===== src/rtl/alu_issue_wb_if.sv =====
// Instruction-in and writeback-out bundle for the ALU issue/writeback stage.
// Latency: none; this is wiring only.
// Backpressure: in_ready from the stage gates in_valid; writeback has no backpressure.
interface alu_issue_wb_if #(
    parameter int WIDTH = 8
);
    logic             in_valid;
    logic             in_ready;
    logic [3:0]       in_opcode;
    logic [2:0]       in_rd;
    logic [2:0]       in_rs1;
    logic [2:0]       in_rs2;
    logic             in_use_imm;
    logic [WIDTH-1:0] in_imm;
    logic [4:0]       in_shamt;
    logic             wb_valid;
    logic [2:0]       wb_rd;
    logic [WIDTH-1:0] wb_data;
    logic [3:0]       flags;

    modport master (
        output in_valid, in_opcode, in_rd, in_rs1, in_rs2, in_use_imm, in_imm, in_shamt,
        input  in_ready, wb_valid, wb_rd, wb_data, flags
    );

    modport slave (
        input  in_valid, in_opcode, in_rd, in_rs1, in_rs2, in_use_imm, in_imm, in_shamt,
        output in_ready, wb_valid, wb_rd, wb_data, flags
    );
endinterface


===== src/rtl/alu_issue_wb.sv =====
// Operand issue + writeback around an external combinational ALU, with an instruction FIFO and register file.
// Latency: accepted at edge k -> issued at k+1 -> written back at k+2; one op per cycle.
// Backpressure: in_ready = FIFO not full (registered count only); hold stalls issue, FIFO keeps filling.
module alu_issue_wb #(
    parameter int WIDTH = 8,
    parameter int DEPTH = 4,
    parameter int NREGS = 8
) (
    input  logic             clk,
    input  logic             rst,
    alu_issue_wb_if.slave    bus,
    input  logic             hold,
    output logic [3:0]       alu_opcode,
    output logic [WIDTH-1:0] alu_input1,
    output logic [WIDTH-1:0] alu_input2,
    output logic [4:0]       alu_shiftValue,
    input  logic [WIDTH-1:0] alu_result,
    input  logic             alu_carry,
    input  logic             alu_zero,
    input  logic             alu_overflow,
    input  logic             alu_sign,
    input  logic [2:0]       rf_rd_addr,
    output logic [WIDTH-1:0] rf_rd_data
);
    localparam int PW = $clog2(DEPTH);
    localparam int CW = PW + 1;
    localparam logic [CW-1:0] FULL_CNT = CW'(DEPTH);

    typedef struct packed {
        logic [3:0]       opcode;
        logic [2:0]       rd;
        logic [2:0]       rs1;
        logic [2:0]       rs2;
        logic             use_imm;
        logic [WIDTH-1:0] imm;
        logic [4:0]       shamt;
    } instr_t;

    instr_t           mem [DEPTH];
    instr_t           in_entry;
    instr_t           head;
    logic [PW-1:0]    wr_ptr;
    logic [PW-1:0]    rd_ptr;
    logic [CW-1:0]    count;
    logic             push;
    logic             pop;
    logic             issue_valid;
    logic [2:0]       issue_rd;
    logic             retire;
    logic [WIDTH-1:0] rf [NREGS];
    logic [WIDTH-1:0] op1;
    logic [WIDTH-1:0] op2;

    assign in_entry     = {bus.in_opcode, bus.in_rd, bus.in_rs1, bus.in_rs2,
                           bus.in_use_imm, bus.in_imm, bus.in_shamt};
    assign head         = mem[rd_ptr];
    assign bus.in_ready = (count != FULL_CNT);
    assign push         = bus.in_valid && bus.in_ready;
    // Pop looks only at the registered count, so a same-cycle push into an empty FIFO waits a cycle.
    assign pop          = (count != '0) && !hold;
    // Opcodes 9..15 are NOPs: they occupy the issue slot but never retire or forward.
    assign retire       = issue_valid && (alu_opcode <= 4'd8);
    assign rf_rd_data   = (rf_rd_addr == 3'd0) ? '0 : rf[rf_rd_addr];

    // FIFO payload storage; no reset needed, validity is tracked by count.
    always_ff @(posedge clk) begin
        if (push) begin
            mem[wr_ptr] <= in_entry;
        end
    end

    // FIFO pointers and occupancy.
    always_ff @(posedge clk) begin
        if (rst) begin
            wr_ptr <= '0;
            rd_ptr <= '0;
            count  <= '0;
        end else begin
            if (push) wr_ptr <= wr_ptr + PW'(1);
            if (pop)  rd_ptr <= rd_ptr + PW'(1);
            case ({push, pop})
                2'b10:   count <= count + CW'(1);
                2'b01:   count <= count - CW'(1);
                default: count <= count;
            endcase
        end
    end

    // Operand select: the RF write for the op in the ALU lands on the same edge this op issues,
    // so that op's result must be forwarded directly from the ALU output.
    always_comb begin
        op1 = rf[head.rs1];
        if (head.rs1 == 3'd0) begin
            op1 = '0;
        end else if (retire && (issue_rd == head.rs1)) begin
            op1 = alu_result;
        end
        op2 = rf[head.rs2];
        if (head.use_imm) begin
            op2 = head.imm;
        end else if (head.rs2 == 3'd0) begin
            op2 = '0;
        end else if (retire && (issue_rd == head.rs2)) begin
            op2 = alu_result;
        end
    end

    // Issue register: loads the ALU drive registers on pop, otherwise holds them and issues a bubble.
    always_ff @(posedge clk) begin
        if (rst) begin
            issue_valid    <= 1'b0;
            issue_rd       <= '0;
            alu_opcode     <= '0;
            alu_input1     <= '0;
            alu_input2     <= '0;
            alu_shiftValue <= '0;
        end else begin
            issue_valid <= pop;
            if (pop) begin
                issue_rd       <= head.rd;
                alu_opcode     <= head.opcode;
                alu_input1     <= op1;
                alu_input2     <= op2;
                alu_shiftValue <= head.shamt;
            end
        end
    end

    // Writeback strobe, data and sticky flags; idle cycles leave data and flags untouched.
    always_ff @(posedge clk) begin
        if (rst) begin
            bus.wb_valid <= 1'b0;
            bus.wb_rd    <= '0;
            bus.wb_data  <= '0;
            bus.flags    <= '0;
        end else begin
            bus.wb_valid <= retire;
            if (retire) begin
                bus.wb_rd   <= issue_rd;
                bus.wb_data <= alu_result;
                bus.flags   <= {alu_carry, alu_zero, alu_overflow, alu_sign};
            end
        end
    end

    // Register file; r0 is never written so it stays zero.
    always_ff @(posedge clk) begin
        if (rst) begin
            for (int i = 0; i < NREGS; i++) begin
                rf[i] <= '0;
            end
        end else if (retire && (issue_rd != 3'd0)) begin
            rf[issue_rd] <= alu_result;
        end
    end
endmodule


===== src/flat_wrapper.sv =====
// flat-port wrapper written by rule: the top's interface ports become plain ports
module alu_issue_wb_flat 
#(
    parameter int WIDTH = 8,
    parameter int DEPTH = 4,
    parameter int NREGS = 8
)
  (clk, rst, hold, alu_opcode, alu_input1, alu_input2, alu_shiftValue, alu_result, alu_carry, alu_zero, alu_overflow, alu_sign, rf_rd_addr, rf_rd_data, bus_in_valid, bus_in_opcode, bus_in_rd, bus_in_rs1, bus_in_rs2, bus_in_use_imm, bus_in_imm, bus_in_shamt, bus_in_ready, bus_wb_valid, bus_wb_rd, bus_wb_data, bus_flags);
  alu_issue_wb_if #(.WIDTH(WIDTH)) bus_i ();
  input  logic clk;
  input  logic rst;
  input  logic hold;
  output logic [3:0] alu_opcode;
  output logic [WIDTH-1:0] alu_input1;
  output logic [WIDTH-1:0] alu_input2;
  output logic [4:0] alu_shiftValue;
  input  logic [WIDTH-1:0] alu_result;
  input  logic alu_carry;
  input  logic alu_zero;
  input  logic alu_overflow;
  input  logic alu_sign;
  input  logic [2:0] rf_rd_addr;
  output logic [WIDTH-1:0] rf_rd_data;
  input wire logic [$bits(bus_i.in_valid)-1:0] bus_in_valid;
  input wire logic [$bits(bus_i.in_opcode)-1:0] bus_in_opcode;
  input wire logic [$bits(bus_i.in_rd)-1:0] bus_in_rd;
  input wire logic [$bits(bus_i.in_rs1)-1:0] bus_in_rs1;
  input wire logic [$bits(bus_i.in_rs2)-1:0] bus_in_rs2;
  input wire logic [$bits(bus_i.in_use_imm)-1:0] bus_in_use_imm;
  input wire logic [$bits(bus_i.in_imm)-1:0] bus_in_imm;
  input wire logic [$bits(bus_i.in_shamt)-1:0] bus_in_shamt;
  output wire logic [$bits(bus_i.in_ready)-1:0] bus_in_ready;
  output wire logic [$bits(bus_i.wb_valid)-1:0] bus_wb_valid;
  output wire logic [$bits(bus_i.wb_rd)-1:0] bus_wb_rd;
  output wire logic [$bits(bus_i.wb_data)-1:0] bus_wb_data;
  output wire logic [$bits(bus_i.flags)-1:0] bus_flags;
  assign bus_i.in_valid = bus_in_valid;
  assign bus_i.in_opcode = bus_in_opcode;
  assign bus_i.in_rd = bus_in_rd;
  assign bus_i.in_rs1 = bus_in_rs1;
  assign bus_i.in_rs2 = bus_in_rs2;
  assign bus_i.in_use_imm = bus_in_use_imm;
  assign bus_i.in_imm = bus_in_imm;
  assign bus_i.in_shamt = bus_in_shamt;
  assign bus_in_ready = bus_i.in_ready;
  assign bus_wb_valid = bus_i.wb_valid;
  assign bus_wb_rd = bus_i.wb_rd;
  assign bus_wb_data = bus_i.wb_data;
  assign bus_flags = bus_i.flags;
  alu_issue_wb #(.WIDTH(WIDTH), .DEPTH(DEPTH), .NREGS(NREGS)) u_core (.clk(clk), .rst(rst), .bus(bus_i), .hold(hold), .alu_opcode(alu_opcode), .alu_input1(alu_input1), .alu_input2(alu_input2), .alu_shiftValue(alu_shiftValue), .alu_result(alu_result), .alu_carry(alu_carry), .alu_zero(alu_zero), .alu_overflow(alu_overflow), .alu_sign(alu_sign), .rf_rd_addr(rf_rd_addr), .rf_rd_data(rf_rd_data));
endmodule

===== config.mk =====
export PLATFORM = sky130hd
export DESIGN_NAME = alu_issue_wb_flat
export DESIGN_NICKNAME = d
export VERILOG_FILES = /design/src/rtl/alu_issue_wb_if.sv /design/src/rtl/alu_issue_wb.sv /design/src/flat_wrapper.sv
export SDC_FILE = /design/constraint.sdc
export NUM_CORES = 1
export LEC_CHECK = 0
export ABC_AREA = 0
export CORE_AREA = 2 2 141 143
export CTS_CLUSTER_SIZE = 10
export DETAILED_ROUTE_END_ITERATION = 7
export DIE_AREA = 0 0 143 145
export GPL_TIMING_DRIVEN = 1
export PLACE_DENSITY = 0.77
export SYNTH_ARGS = -nofsm -noshare
export SYNTH_HDL_FRONTEND = slang
export SYNTH_SLANG_ARGS = --single-unit

===== constraint.sdc =====
create_clock -name clk -period 5.3 [get_ports clk]
set_clock_uncertainty 0.15 [all_clocks]
set_input_delay 1.06 -clock clk [delete_from_list [all_inputs] [get_ports clk]]
set_output_delay 1.06 -clock clk [all_outputs]
set_load 0.1 [all_outputs]

==> impl_results.md, run 1 <==
- Synth area leader: edfxtp_1
- Post-synthesis cell count: 775
- Routed via count: 6689
- Post-Syn Area per Cell: 13.1 um^2
- Internal power: 3790 uW
- CTS Root Cell: clkbuf_16
- CTS Buffer Depth: 3
- Crit path from: rf_rd_addr[0]
- Most common cell in the netlist: edfxtp_1
- Cell breakdown of the critical path: clkdlybuf4s50_1 -> or2_2 -> o21ai_0 -> a221oi_1 -> buf_12
- CP endpoint kind: primary output
- Least-Margin Pin Slew: 1.13 ns
- CTS Buf Count: 26
- Final core utilization: 0.634
- Chip Width: 143 um
- Number of H-tree levels: 1
- Fraction of layout cells with a size suffix above 1: 0.134
- CTS tree: done
- Initial antenna violation count: 0
- RR Endpoint: u_core.alu_input2[4]$_SDFFE_PP0P_
- Core ar.: 19200 um^2
- Asr flop ratio synth: 0
- Top cells by area, synth: edfxtp_1 (51%), dfxtp_1 (11%), mux4_2 (7.8%), mux2i_1 (5.0%), nand2_1 (3.4%)
- Vias per cell: 5.83
- Initial DRC Count: 538
- Die area: 20700 um^2
- Fmax: 0.224 GHz
- HP Start: u_core.bus.flags[0]$_SDFFE_PP0P_
- Synth cell count leaders: edfxtp_1 (172), nand2_1 (91), dfxtp_1 (54)
- Largest net degree at the start of global routing: 37
- Die Height: 145 um
- Post-route ant nets: 0
- Critical-path top delay cell: clkdlybuf4s50_1
- Max incr delay on CP: 1.05 ns
- Critical Path AT: 3.26 ns
- Dominant synthesized flop cell: edfxtp_1
- Post-synth top area share: 0.508
- Hold slack: 0.305 ns
- Slew HR: 0.237
- Slew Viols, Final: 0
- Final-report hold violation count: 0
- Global Route Usage Sum: 0.236
- Unrepaired setup endpoints after global routing: false
- DR WL/cell: 21.3 um
- Yosys warns: 0
- Nets@finish: 915
- Synth cell types: 42
- Maximum Capacitance Violations: 0
- Status: complete, no violations
- Gr ovfl total: 0
- Number of remaining DRC errors: 0
- Cell area after synthesis: 10200 um^2
- Pwr per Cell Area: 498 nW/um^2
- Clk sink count: 226
- I/O Buffers: 95
- Post-CTS Setup Inserts: 0
- Sequential area share after synthesis: 0.615
- # rows: 51
- Worst skew pair latency: 0.54 ns
- Hold Path Cell Cnt: 2
- GPL Wtd Cong: 0.929
- Area Overhead vs Synth: 19.8%
- Peak supply drop: 0.000314 V
- Yosys reg bits: 226
- Worst R2R Setup Slack: 2.00 ns
- Switching Share: 0.375
- Critical Path RT: 4.09 ns
- Post-Route WL: 24400 um
- Length of the first detailed-routing pass in iterations: 5
- Clk slew on worst S/H paths: 0.05 ns
- Psw: 2280 uW
- Hold path endpoint: u_core.bus.flags[0]$_SDFFE_PP0P_
- Critical path peak fanout: 18
- Final setup violation count: 0
- Top delay family on crit path: buffers and inverters
- Setup CP Type: in -> out
- I/O pins: 96
- Post_cts resized: 0
- Initial core utilization: 0.529
- Flop pwr share: 0.378
- R2R cell count: 7
- Number of global-route vias before repair: 6504
- Ant. Diodes: 0
- Number of enable flip-flop cells after synthesis: 172
- Clk pwr share: 0.261
- Final period util: 0.843
- Static Leak: 0.00426 uW
- CP Buf/Inv Count: 2
- Hold_buf cts: 0
- Critical path startpoint category: input port
- Comb pwr share: 0.360
- Min cycle time layout: 4.47 ns
- HPWL after detailed placement: 16900 um
- First-pass GRT wire length: 37500 um
- Hold/Removal Path Class: reg -> reg
## power groups by stage
| stage | Clock, uW | Combinational [uW] | Sequential (uW) |
|---|---|---|---|
| 2_1_floorplan | 0 | 1170 | 2800 |
| 3_5_place_dp | 0 | 2180 | 2330 |
| 3_3_place_gp | 0 | 2160 | 2320 |
| 6_report | 1580 | 2190 | 2300 |
| 5_1_grt | 1680 | 2320 | 2320 |
| 4_1_cts | 1600 | 2190 | 2300 |
## worst min-delay path, delay by kind of cell (launching register included)
kind             cells  cell delay, ns
AO/OA/AOI/OAI        1            0.05
flip-flops           1            0.31
AND/OR/NAND/NOR      1            0.05
## through the flow
stage          cells  total power [uW]  setup WS, ns  TNS [ns]  cell area [um^2]
3_5_place_dp    1100              4510         0.839         0             11400
4_1_cts         1147              6090         0.839         0             12200
5_1_grt         1147              6320         0.656         0             12200
3_3_place_gp    1100              4480         0.887         0             11400
6_report        1147              6070         0.835         0             12200
2_1_floorplan    782              3980        -0.278     -2.18             10200
## flip-flops by register name (all words and copies together), names as in the netlist, named ones only
| register | count |
|---|---|
| u_core.rd_ptr | 2 |
| u_core.issue_rd | 3 |
| u_core.count | 3 |
| u_core.mem | 108 |
| u_core.issue_valid | 1 |
| u_core.bus.wb_rd | 3 |
| u_core.alu_input2 | 8 |
| u_core.wr_ptr | 2 |
| u_core.alu_input1 | 8 |
| u_core.bus.wb_valid | 1 |
| u_core.alu_opcode | 4 |
| u_core.rf | 64 |
| u_core.alu_shiftValue | 5 |
| u_core.bus.flags | 4 |
| u_core.bus.wb_data | 8 |
## final cells by class
cell class                      count  area [um^2]
Sequential cell                   226         6250
Inverter                           18         67.6
Multi-Input combinational cell    483         3650
Timing Repair Buffer              108         1120
Tap cell                          265          332
Clock buffer                       45          722
Fill cell                        1406         7030
Clock inverter                      2         35.0
## cell usage in the layout (no fill, tap or decap), types with 10 or more instances in the layout
master	Yosys	routed
edfxtp_1	172	172
nand2_1	91	91
clkdlybuf4s50_1	0	86
dfxtp_1	54	53
mux2i_1	51	51
a21oi_1	47	47
mux4_2	35	35
nor2_1	29	29
and2_1	28	28
nor3_1	27	27
o21ai_0	27	27
clkbuf_16	0	26
mux2_2	21	21
clkbuf_1	34	19
inv_1	18	18
a22oi_1	17	17
buf_4	1	13
nor4_1	11	11
nor2b_1	11	11
and3_1	12	10
## per-layer routing
metal,wire [um],GRT usage,share of wire,vias to the layer above
met2,11700,0.376,0.48,295
li1,-,-,-,3087
met3,1540,0.0320,0.063,68
met4,1260,0.113,0.052,0
met5,0,0,0,-
met1,9940,0.320,0.41,3239
## cells by family after synthesis
family	after synthesis	share of synthesized area
flops	226	0.615
simple gates	224	0.107
compound gates	127	0.0802
mux	107	0.151
buf+inv	73	0.0292
xor+xnor	11	0.00948
fa+ha+maj	6	0.00813
other cells	1	0.000369
## worst max-delay path by stage
| stage | to | slack, ns | cells after the start |
|---|---|---|---|
| 6_report | rf_rd_data[4] | 0.83 | 5 |
| 5_1_grt | rf_rd_data[7] | 0.66 | 5 |
| 4_1_cts | rf_rd_data[4] | 0.84 | 5 |
| 3_5_place_dp | rf_rd_data[4] | 0.84 | 5 |
| 3_3_place_gp | rf_rd_data[7] | 0.89 | 5 |
| 2_1_floorplan | rf_rd_data[0] | -0.28 | 4 |
Power figures use the tool's default switching activity.
==> inputs of run 2 (changes only) <==
Settings changed: CORE_AREA 2 2 141 143 to 2 2 143 145, DIE_AREA 0 0 143 145 to 0 0 145 147, PLACE_DENSITY 0.77 to 0.78.
Clock period 5.3 ns to 3.8 ns, I/O delays scaled along.
==> run 2 against run 1 <==
Compared with the run above:
- global-route usage is 0.21 points higher
- highest routed layer unchanged
- clock power rose by 46%
- final area is 1.7% higher
- first-iteration DRC count is 9.5% lower
- largest cell class unchanged
- largest power group unchanged
- non-clock buffer count grew 15
==> impl_results.md, run 2 (synthesized netlist as in run 1, its figures left out) <==
- Status: complete, no violations
- I/O Buffers: 95
- Hold/Removal Path Class: in -> reg
- Nets@finish: 931
- DR WL/cell: 21.6 um
- Ant. Diodes: 0
- Clk slew on worst S/H paths: 0.05 ns
- # rows: 52
- Flop pwr share: 0.372
- CTS Root Cell: clkbuf_16
- Setup_tns: 0 ns
- Biggest register: u_core.mem
- Internal power: 5410 uW
- Vias per cell: 5.77
- Least-Margin Pin Slew: 0.995 ns
- Peak supply drop: 0.000458 V
- CTS tree: done
- Die Height: 147 um
- Critical Path AT: 2.71 ns
- HPWL after detailed placement: 17500 um
- Crit path from: rf_rd_addr[1]
- Fraction of layout cells with a size suffix above 1: 0.159
- Commonest non-fill, non-tap cell in the layout: edfxtp_1
- CTS Buf Count: 27
- Gr ovfl total: 0
- Clk sink count: 226
- Pwr per Cell Area: 696 nW/um^2
- Post-route ant nets: 0
- Initial antenna violation count: 0
- Switching Share: 0.373
- Critical path peak fanout: 11
- Clk pwr share: 0.267
- Place WS: 0.173 ns
- CTS Buffer Depth: 3
- Setup CP Type: in -> out
- Number of H-tree levels: 1
- Worst R2R Setup Slack: 0.82 ns
- Initial DRC Count: 487
- Chip Width: 145 um
- Psw: 3210 uW
- Critical Path RT: 2.89 ns
- Global Route Usage Sum: 0.238
- Area taken by multi-input logic gates: 3690 um^2
- Post_cts resized: 0
- Routed via count: 6749
- Fmax: 0.276 GHz
- Cell breakdown of the critical path: clkdlybuf4s50_1 -> a21oi_1 -> a221oi_2 -> buf_12
- Max incr delay on CP: 0.86 ns
- Initial core utilization: 0.512
- CP endpoint kind: primary output
- Number of remaining DRC errors: 0
- Comb pwr share: 0.360
- Area Overhead vs Synth: 21.8%
- Critical path startpoint category: input port
- Hold_buf cts: 0
- Largest regs: u_core.mem: 108 flops, u_core.rf: 64 flops
- Total chip power: 8620 uW
- Maximum Capacitance Violations: 0
- Length of the first detailed-routing pass in iterations: 6
- Most frequent cells in the layout: edfxtp_1 (172), nand2_1 (91), clkdlybuf4s50_1 (85), dfxtp_1 (53), mux2i_1 (51)
- HP Start: rst
- Static Leak: 0.00437 uW
- Worst skew pair latency: 0.53 ns
- Post-Route WL: 25200 um
- I/O pins: 96
- Critical-path top delay cell: a21oi_1
- Final worst slack: 0.177 ns
- GPL Wtd Cong: 0.993
- Fill cells: 1533
- Core ar.: 19800 um^2
- Die area: 21300 um^2
- Post-CTS Setup Inserts: 0
- Final setup violation count: 0
- First-pass GRT wire length: 39300 um
- Number of global-route vias before repair: 6705
- Seq. cell area: 6250 um^2
- Final-report hold violation count: 0
- Slew Viols, Final: 0
- Final period util: 0.953
- R2R cell count: 7
- Slew HR: 0.334
- Largest net degree at the start of global routing: 62
- RR Endpoint: u_core.alu_input2[4]$_SDFFE_PP0P_
- Max reg flops: 108
- Unrepaired setup endpoints after global routing: false
- CP Capture Point: rf_rd_data[4]
- Min cycle time layout: 3.62 ns
==> run 2: critical path: cells and delay by family <==
kind | cells | cell delay, ns
compound gates | 2 | 1.07
buf+inv | 2 | 0.87
==> run 2: final cells by class <==
cell class | instances | area share
multi-input combinational | 483 | 0.298
sequential | 226 | 0.505
tap | 270 | 0.0273
clock inverter | 2 | 0.00212
clock buffer | 47 | 0.0623
inverter | 18 | 0.00546
timing repair buffer | 123 | 0.0997
==> run 2: power by group through the flow <==
stage,clock network [uW],registers (uW),logic (uW)
3_3_place_gp,0,3240,3050
5_1_grt,2460,3240,3280
2_1_floorplan,0,3910,1640
4_1_cts,2350,3210,3110
3_5_place_dp,0,3250,3090
6_report,2300,3210,3100
==> run 2: metrics by stage <==
stage,util,std cells,hold WS (ns),instance area (um^2)
after floorplan,-,782,0.319,10200
after global placement,0.584,1120,0.292,11600
after detailed placement,0.584,1120,0.299,11600
after CTS,0.624,1169,0.285,12400
after global routing,0.624,1169,0.282,12400
final,0.624,1169,0.300,12400
==> run 2: worst min-delay path by stage <==
stage	endpoint	slack (ns)	depth (start not counted)
after floorplan	u_core.wr_ptr[1]$_SDFFE_PP0P_	0.32	2
after global placement	u_core.bus.wb_rd[2]$_SDFFE_PP0P_	0.29	2
after detailed placement	u_core.bus.wb_rd[0]$_SDFFE_PP0P_	0.30	2
after CTS	u_core.bus.wb_valid$_SDFF_PP0_	0.28	2
after global routing	u_core.bus.wb_valid$_SDFF_PP0_	0.28	2
final	u_core.bus.wb_valid$_SDFF_PP0_	0.30	2
==> run 2: metal layers <==
layer,vias up,share of wire,track usage
met1,3273,0.41,0.315
met2,282,0.48,0.393
li1,3131,-,-
met3,63,0.060,0.0407
met5,-,0,0
met4,0,0.043,0.100
==> inputs of run 3 (changes only) <==
Settings changed: SKIP_CTS_REPAIR_TIMING from default to 1.
==> results of run 3 <==
The final DEF is identical to that of run 2; final timing and power are the same.
